===== config.mk =====
export PLATFORM = sky130hd
export DESIGN_NAME = adc_spi_responder
export DESIGN_NICKNAME = d
export VERILOG_FILES = /design/src/rtl/adc_spi_responder.sv
export SDC_FILE = /design/constraint.sdc
export NUM_CORES = 1
export LEC_CHECK = 0
export CAP_MARGIN = 10
export CORE_UTILIZATION = 43
export CTS_CLUSTER_SIZE = 25
export DETAILED_ROUTE_END_ITERATION = 12
export PLACE_DENSITY = 0.84
export SETUP_SLACK_MARGIN = 0.05
export SLEW_MARGIN = 15
export SYNTH_ARGS = -nofsm -noshare
export SYNTH_HDL_FRONTEND = slang
export SYNTH_SLANG_ARGS = --single-unit
export TNS_END_PERCENT = 50

===== constraint.sdc =====
create_clock -name iCLK -period 2.45 [get_ports iCLK]
set_input_delay 0.49 -clock iCLK [delete_from_list [all_inputs] [get_ports iCLK]]
set_output_delay 0.49 -clock iCLK [all_outputs]
set_load 0.01 [all_outputs]

===== src/rtl/adc_spi_responder.sv =====
// SPI responder that models an 8-channel 12-bit serial ADC, with all SPI pins oversampled on iCLK.
// Optional build macro ADC_RESP_RAMP_EN swaps iDATA for a {channel, frame count} ramp pattern.
`timescale 1ns/1ps
module adc_spi_responder #(
  parameter int NCH         = 8,
  parameter int SYNC_STAGES = 2
) (
  input  logic              iCLK,
  input  logic              iRST,
  input  logic              iCS_n,
  input  logic              iSCLK,
  input  logic              iDIN,
  input  logic [12*NCH-1:0] iDATA,
  output logic              oDOUT,
  output logic [2:0]        oCH,
  output logic              oBUSY,
  output logic              oFRAME_DONE
);

  logic [SYNC_STAGES-1:0] csSync_q, sclkSync_q, dinSync_q;
  logic                   csPrev_q, sclkPrev_q;
  logic [3:0]             bitCnt_q, bitCnt_d;
  logic [2:0]             curCh_q, curCh_d;
  logic [2:0]             nextCh_q, nextCh_d;
  logic [15:0]            shift_q, shift_d;
  logic                   busy_q, frameDone_q, frameDone_d;

  logic       csCur, sclkCur, dinCur;
  logic       csFall, csRise, sclkRise, sclkFall;
  logic       frameEnd;
  logic [2:0] loadCh;
  logic [11:0] loadSample;

  // CS idles high through the synchronizer so a CS low at reset release reads as a fresh fall.
  always_ff @(posedge iCLK or posedge iRST) begin
    if (iRST) begin
      csSync_q   <= '1;
      sclkSync_q <= '0;
      dinSync_q  <= '0;
      csPrev_q   <= 1'b1;
      sclkPrev_q <= 1'b0;
    end else begin
      csSync_q   <= {csSync_q[SYNC_STAGES-2:0], iCS_n};
      sclkSync_q <= {sclkSync_q[SYNC_STAGES-2:0], iSCLK};
      dinSync_q  <= {dinSync_q[SYNC_STAGES-2:0], iDIN};
      csPrev_q   <= csSync_q[SYNC_STAGES-1];
      sclkPrev_q <= sclkSync_q[SYNC_STAGES-1];
    end
  end

  assign csCur    = csSync_q[SYNC_STAGES-1];
  assign sclkCur  = sclkSync_q[SYNC_STAGES-1];
  assign dinCur   = dinSync_q[SYNC_STAGES-1];
  assign csFall   = csPrev_q & ~csCur;
  assign csRise   = ~csPrev_q & csCur;
  assign sclkRise = ~sclkPrev_q & sclkCur;
  assign sclkFall = sclkPrev_q & ~sclkCur;
  assign frameEnd = ~csCur & ~csFall & sclkRise & (bitCnt_q == 4'd15);
  assign loadCh   = frameEnd ? nextCh_q : 3'd0;

`ifdef ADC_RESP_RAMP_EN
  logic [8:0] frameCnt_q, frameCnt_d;
  logic       unusedData;

  assign unusedData = ^iDATA;
  assign frameCnt_d = frameCnt_q + {8'd0, frameEnd};
  assign loadSample = {loadCh, frameCnt_d};

  always_ff @(posedge iCLK or posedge iRST) begin
    if (iRST) frameCnt_q <= '0;
    else      frameCnt_q <= frameCnt_d;
  end
`else
  assign loadSample = iDATA[12*loadCh +: 12];
`endif

  // CS edges take priority; the fall at bitCnt 0 is the one before bit 0 and must not shift.
  always_comb begin
    bitCnt_d    = bitCnt_q;
    curCh_d     = curCh_q;
    nextCh_d    = nextCh_q;
    shift_d     = shift_q;
    frameDone_d = 1'b0;
    if (csRise) begin
      bitCnt_d = '0;
      curCh_d  = '0;
      nextCh_d = '0;
      shift_d  = '0;
    end else if (csFall) begin
      bitCnt_d = '0;
      curCh_d  = '0;
      nextCh_d = '0;
      shift_d  = {4'b0, loadSample};
    end else if (!csCur) begin
      if (sclkRise) begin
        case (bitCnt_q)
          4'd2:    nextCh_d[2] = dinCur;
          4'd3:    nextCh_d[1] = dinCur;
          4'd4:    nextCh_d[0] = dinCur;
          default: nextCh_d    = nextCh_q;
        endcase
        bitCnt_d = bitCnt_q + 4'd1;
        if (bitCnt_q == 4'd15) begin
          frameDone_d = 1'b1;
          curCh_d     = nextCh_q;
          shift_d     = {4'b0, loadSample};
        end
      end else if (sclkFall && bitCnt_q != 4'd0) begin
        shift_d = {shift_q[14:0], 1'b0};
      end
    end
  end

  always_ff @(posedge iCLK or posedge iRST) begin
    if (iRST) begin
      bitCnt_q    <= '0;
      curCh_q     <= '0;
      nextCh_q    <= '0;
      shift_q     <= '0;
      busy_q      <= 1'b0;
      frameDone_q <= 1'b0;
    end else begin
      bitCnt_q    <= bitCnt_d;
      curCh_q     <= curCh_d;
      nextCh_q    <= nextCh_d;
      shift_q     <= shift_d;
      busy_q      <= ~csCur;
      frameDone_q <= frameDone_d;
    end
  end

  assign oDOUT       = shift_q[15];
  assign oCH         = curCh_q;
  assign oBUSY       = busy_q;
  assign oFRAME_DONE = frameDone_q;

endmodule


Word-level counts from Yosys, hierarchy flattened
Index checks and enable logic that the tools add are counted.
{"block": "op_classes", "eq_ne": 6, "shifts": 1, "reduce_logical": 14, "n_mul": 1, "n_mux": 28, "bitwise": 12, "n_addsub": 1}
{"op": "16-bit 2-to-1 mux", "n": 6}
{"op": "96-bit by 8-bit indexed part select with 12-bit output", "n": 1}
{"op": "3-bit 2-to-1 mux", "n": 10}
{"op": "4-bit 2-to-1 mux", "n": 4}
{"op": "3-bit AND reduction", "n": 5}
{"op": "3-bit nonzero test", "n": 5}
{"op": "4-bit by 2-bit equality test with 1-bit output, second input constant", "n": 2}
{"op": "1-bit 2-to-1 mux", "n": 8}
{"op": "4-bit nonzero test", "n": 2}
{"op": "1-bit bitwise AND", "n": 7}
{"op": "2-bit by 3-bit multiplier with 5-bit output, first input constant", "n": 1}
{"op": "1-bit inverter", "n": 5}
{"op": "4-bit by 1-bit adder with 4-bit output, second input constant", "n": 1}
{"op": "4-bit by 3-bit equality test with 1-bit output, second input constant", "n": 1}
{"op": "4-bit equality test, second input constant", "n": 1}
{"op": "4-bit by 3-bit inequality test with 1-bit output, second input constant", "n": 1}
{"op": "3-bit by 1-bit inequality test with 1-bit output, second input constant", "n": 1}
{"op": "2-bit AND reduction", "n": 1}
{"op": "1-bit logical AND", "n": 1}
{"block": "word_totals", "word_cells": 76, "reg_bits": 36, "input_bits": 101, "output_inout_bits": 6}

Logic depth before layout (Yosys ltp)
{"block": "logic_depth", "depth_word": 14, "ltp_mapped": 8, "depth_no_buf": 7}

Worst setup path before layout
OpenSTA, ideal clock, no wires.
{"block": "synth_timing", "path_type": "reg-to-reg", "start": "register csSync_q[1]", "end": "register shift_q[10]", "path_slack_ns": 0.597, "required_ns": 2.328, "arrival_ns": 1.732, "stages_incl_launch_ff": 9, "synth_period_minus_slack_ns": 1.853, "setup_ns": 0.122, "cell_sequence": "dfstp_2 > inv_1 > ha_1 > inv_1 > o2bb2ai_4 > a31oi_4 > nor2_1 > buf_2 > a32o_1"}
{"block": "synth_via", "elab_chain_len": 14, "elab_cells_between_ends": 19, "classes_between": "mul (1); eq/ne (2); shift (1); mux (6); bitwise (7); reduce/logical (2)"}
{"item": "from (decl)", "line_no": "20", "rtl": "logic [SYNC_STAGES-1:0] csSync_q, sclkSync_q, dinSync_q;"}
{"item": "from (signal assigned)", "line_no": "43", "rtl": "csSync_q <= {csSync_q[SYNC_STAGES-2:0], iCS_n};"}
{"item": "1-bit inverter", "line_no": "54, 58"}
{"item": "1-bit bitwise AND", "line_no": "54", "rtl": "assign csFall = csPrev_q & ~csCur;"}
{"item": "1-bit inverter", "line_no": "58", "rtl": "assign frameEnd = ~csCur & ~csFall & sclkRise & (bitCnt_q == 4'd15);"}
{"item": "1-bit bitwise AND (3 in series)", "line_no": "58"}
{"item": "3-bit 2-to-1 mux", "line_no": "59", "rtl": "assign loadCh = frameEnd ? nextCh_q : 3'd0;"}
{"item": "2-bit by 3-bit multiplier with 5-bit output", "line_no": "74", "rtl": "assign loadSample = iDATA[12*loadCh +: 12];"}
{"item": "96-bit by 8-bit indexed part select with 12-bit output", "line_no": "74"}
{"item": "16-bit 2-to-1 mux", "line_no": "103", "rtl": "if (bitCnt_q == 4'd15) begin"}
{"item": "16-bit 2-to-1 mux", "line_no": "95", "rtl": "if (sclkRise) begin"}
{"item": "16-bit 2-to-1 mux", "line_no": "94", "rtl": "end else if (!csCur) begin"}
{"item": "16-bit 2-to-1 mux", "line_no": "89", "rtl": "end else if (csFall) begin"}
{"item": "16-bit 2-to-1 mux", "line_no": "84", "rtl": "if (csRise) begin"}
{"item": "to (signal assigned)", "line_no": "126", "rtl": "shift_q <= shift_d;"}
{"item": "to (decl)", "line_no": "25", "rtl": "logic [15:0] shift_q, shift_d;"}
Parallel ways exist; a longest one is shown, timed or not. The select of a mux whose other input is x is not followed.
A chain may end at the register's enable or synchronous reset.

Final worst setup path
{"block": "layout_timing", "start": "register csSync_q[1]", "end": "register shift_q[9]"}
The elaborated chain is that of the path after synthesis.

==> reports/summary.log <==
[outcome] result of the run finished, final reports clean
[yosys] area fraction of the dominant cell type after synthesis 0.320
[power] leakage power 1.50 nW
[sta] unrepaired setup endpoints after global routing no
[layout] layout cell share with drive strength beyond 1 0.154
[clocking] CTS Hold Bufs 0
[sta] fmax 484 MHz
[worst_setup_path] top cell family by delay on the critical path simple AND/OR/NAND/NOR gates
[worst_setup_path] required time of the critical path 2.68 ns
[yosys] library cell with the highest instance count after synthesis sky130_fd_sc_hd__dfrtp_1
[detailed_routing] DRC marker count from the first detailed-route iteration 242
[clocking] maximum clock insertion buffer count 2
[layout] ant diodes 0
[yosys] top post-synthesis cells by count sky130_fd_sc_hd__dfrtp_1, sky130_fd_sc_hd__nand2_1, sky130_fd_sc_hd__o21ai_0
[sta] count of final hold-check violations 0
[layout] final-layout fill cell count 440
[yosys] Synth Cell Area 2580 µm²
[yosys] Post-Synthesis Cells 244
[detailed_routing] first-pass iteration count of the detailed router 6
[yosys] number of distinct library cells after synthesis 45
[layout] number of nets in the final layout 457
[sta] crit share post-route 0.844
[floorplan] Horiz. Die Dim 79.5 µm
[yosys] register bit count reported by yosys 36
[layout] area of the multi-input gates 1540 µm²
[detailed_routing] Vias 2489
[worst_setup_path] start-to-end type of the worst setup path flip-flop to flip-flop
[sta] Relative slew margins 0.410
[global_route] global-route total usage across every layer 0.257
[floorplan] Chip Height 79.5 µm
[power] IR Drop Worst-Case VDD 0.451 mV
[clocking] number of buffers created by CTS 5
[worst_setup_path] Largest stage delay, worst path 0.68 ns
[global_route] number of antenna violations at the first check in global routing 1
[floorplan] Starting Density 0.457
[clocking] H-tree Lvls 2
[clocking] clock tree from TritonCTS yes
[global_route] maximum number of pins on one net before global-route repair 37
[worst_setup_path] slowest cell on the critical path sky130_fd_sc_hd__nor2_1
[worst_setup_path] critical path arrival 2.30 ns
[sta] post-route clock skew 0.00878 ns
[detailed_routing] final wirelength 7600 µm
[power] overall power after layout 2.38 mW
[detailed_routing] wire length per cell after detailed routing 18.0 µm
[worst_setup_path] maximum fanout along the worst path 12
[job] number of maximum-capacitance violations 0
[sta] setup TNS after final layout 0 ns
[clocking] clock-pin transition on the worst setup and hold timing paths 0.07 ns
[clocking] buffer type at the clock tree root sky130_fd_sc_hd__clkbuf_8
[layout] Synth-to-Final Area Change 49.6%
[sta] Setup violations, final 0
[power] total power density per cell area 618 nW/µm²
[sta] number of max-slew violations in the final report 0
[global_route] first-pass GRT wire length 12500 µm
[floorplan] Die Outline Area 6310 µm²
[yosys] proportion of synthesized flip-flops having asynchronous set or reset 1.00
[yosys] Top FF cell, synth sky130_fd_sc_hd__dfrtp_1
[yosys] Avg Synthesized Cell Area 10.6 µm²
[sta] slew of the pin with the lowest slew margin 0.882 ns
[detailed_routing] via density per instance 5.90
[worst_setup_path] crit start category flip-flop
[global_route] Overflow after GRT 0
[floorplan] # rows 27
[clocking] post-CTS resize count 0
[clocking] Setup Buffers After CTS 0
[detailed_routing] count of unresolved DRC violations after routing 0
[sta] final period demand of the worst path 2.07 ns
[min_path] kind of path behind the tightest hold check flip-flop to flip-flop
[floorplan] area of the core region 5640 µm²
[yosys] cell types with the largest area share after synthesis sky130_fd_sc_hd__dfrtp_1, sky130_fd_sc_hd__mux4_2, sky130_fd_sc_hd__o32ai_2
[yosys] share of synthesized area occupied by flip-flops and latches 0.351
[yosys] post-synthesis net count 352
[layout] FF+latch area 905 µm²
[detailed_routing] post-detailed-route count of antenna-violating nets 0
[placed_design] Port Buf Inserts 106
[placed_design] last weighted congestion value of the routability-driven placer 0.850
[worst_setup_path] cell-by-cell trace of the critical path inv_1 > ha_1 > nor2_1 > a31oi_1 > o21ai_1 > a32o_1
[worst_setup_path] nature of the critical path endpoint flip-flop
[global_route] via count of the first global-routing pass 2553
[yosys] number of warnings printed during yosys synthesis 0
[worst_setup_path] sum of buffers and inverters on the critical path 1
[yosys] EDFF count, synth 0
[placed_design] post-detail-place hpwl 5840 µm
[yosys] library cell occupying the most area in the post-synthesis netlist sky130_fd_sc_hd__dfrtp_1
[clocking] clock network latency to the later pin of the worst-skew pair 0.29 ns
[clocking] number of sinks handled by clock tree synthesis 36
[floorplan] count of pins on the block boundary 107
[kinds of logic (layout without fill, tap and decap cells)]
| group | Yosys count | after routing | share of synthesized area |
|---|---|---|---|
| AO/OA/AOI/OAI | 78 | 78 | 0.251 |
| multiplexers | 27 | 27 | 0.164 |
| buffers and inverters | 28 | 134 | 0.0538 |
| flip-flops | 36 | 36 | 0.351 |
| adder cells (fa/ha/maj) | 7 | 7 | 0.0339 |
| AND/OR/NAND/NOR | 68 | 68 | 0.146 |
[report_power, final]
group / switching, mW / internal [mW] / leakage [nW]
Sequential: 0.105 / 0.704 / 0.457
Clock: 0.212 / 0.359 / 0.0645
Combinational: 0.439 / 0.565 / 0.978
[routing by layer]
metal | global-route usage | wire length, µm | up-vias
met5 | 0 | 0 | -
met4 | 0.0764 | 129 | 0
met3 | 0.0571 | 543 | 11
met2 | 0.447 | 3830 | 105
met1 | 0.314 | 3090 | 1212
li1 | - | - | 1161
[flip-flops by register name, summed over array words and instances, names as in the netlist]
register,count
sclkPrev_q,1
nextCh_q,3
shift_q,16
dinSync_q,2
oBUSY,1
oFRAME_DONE,1
bitCnt_q,4
oCH,3
csPrev_q,1
sclkSync_q,2
csSync_q,2
[worst paths after layout]
path	from	to	slack, ns	cells after the start
hold / removal	sclkSync_q[0]	sclkSync_q[1]	0.35	0
setup / recovery	csSync_q[1]	shift_q[9]	0.38	6
hold reg to reg	sclkSync_q[0]	sclkSync_q[1]	0.35	0
max in group asynchronous	iRST	csSync_q[1]	1.50	3
min in group asynchronous	iRST	oBUSY	0.60	3
setup reg to reg	csSync_q[1]	shift_q[9]	0.38	6
[through the flow]
step / util / instances / setup slack, ns / area (µm²) / hold WS, ns
after global placement: 0.662 / 414 / 0.424 / 3730 / 0.332
after floorplan: - / 244 / 0.597 / 2580 / 0.331
after detailed placement: 0.662 / 414 / 0.386 / 3730 / 0.339
after CTS: 0.684 / 422 / 0.368 / 3860 / 0.354
final: 0.684 / 422 / 0.382 / 3860 / 0.352
after global routing: 0.684 / 422 / 0.209 / 3860 / 0.360
[cell type report]
type,count,share of cell area
Sequential cell,36,0.234
Timing Repair Buffer,117,0.303
Multi-Input combinational cell,180,0.398
Inverter,9,0.00875
Clock inverter,1,0.00778
Tap cell,72,0.0233
Clock buffer,7,0.0250
[cell usage in the layout (no fill, tap or decap), types with 2 or more instances in the layout]
cell type	count
sky130_fd_sc_hd__and2_1	2
sky130_fd_sc_hd__nand2_1	22
sky130_fd_sc_hd__buf_4	9
sky130_fd_sc_hd__nor3b_1	2
sky130_fd_sc_hd__nor2b_1	3
sky130_fd_sc_hd__or2_2	2
sky130_fd_sc_hd__mux2i_1	12
sky130_fd_sc_hd__nor3_1	2
sky130_fd_sc_hd__o32ai_2	9
sky130_fd_sc_hd__o21ai_0	17
sky130_fd_sc_hd__mux2_2	3
sky130_fd_sc_hd__a32o_1	11
sky130_fd_sc_hd__mux4_2	12
sky130_fd_sc_hd__a22oi_1	11
sky130_fd_sc_hd__a21oi_1	2
sky130_fd_sc_hd__inv_1	9
sky130_fd_sc_hd__dfstp_2	3
sky130_fd_sc_hd__o21ai_1	9
sky130_fd_sc_hd__ha_1	7
sky130_fd_sc_hd__clkbuf_8	7
sky130_fd_sc_hd__clkdlybuf4s50_1	106
sky130_fd_sc_hd__buf_12	2
sky130_fd_sc_hd__dfrtp_1	33
sky130_fd_sc_hd__nor2_1	8
sky130_fd_sc_hd__or3_1	12
sky130_fd_sc_hd__nand3_1	5
sky130_fd_sc_hd__a31oi_1	11
Note: power is estimated with default switching activity, not from simulation.
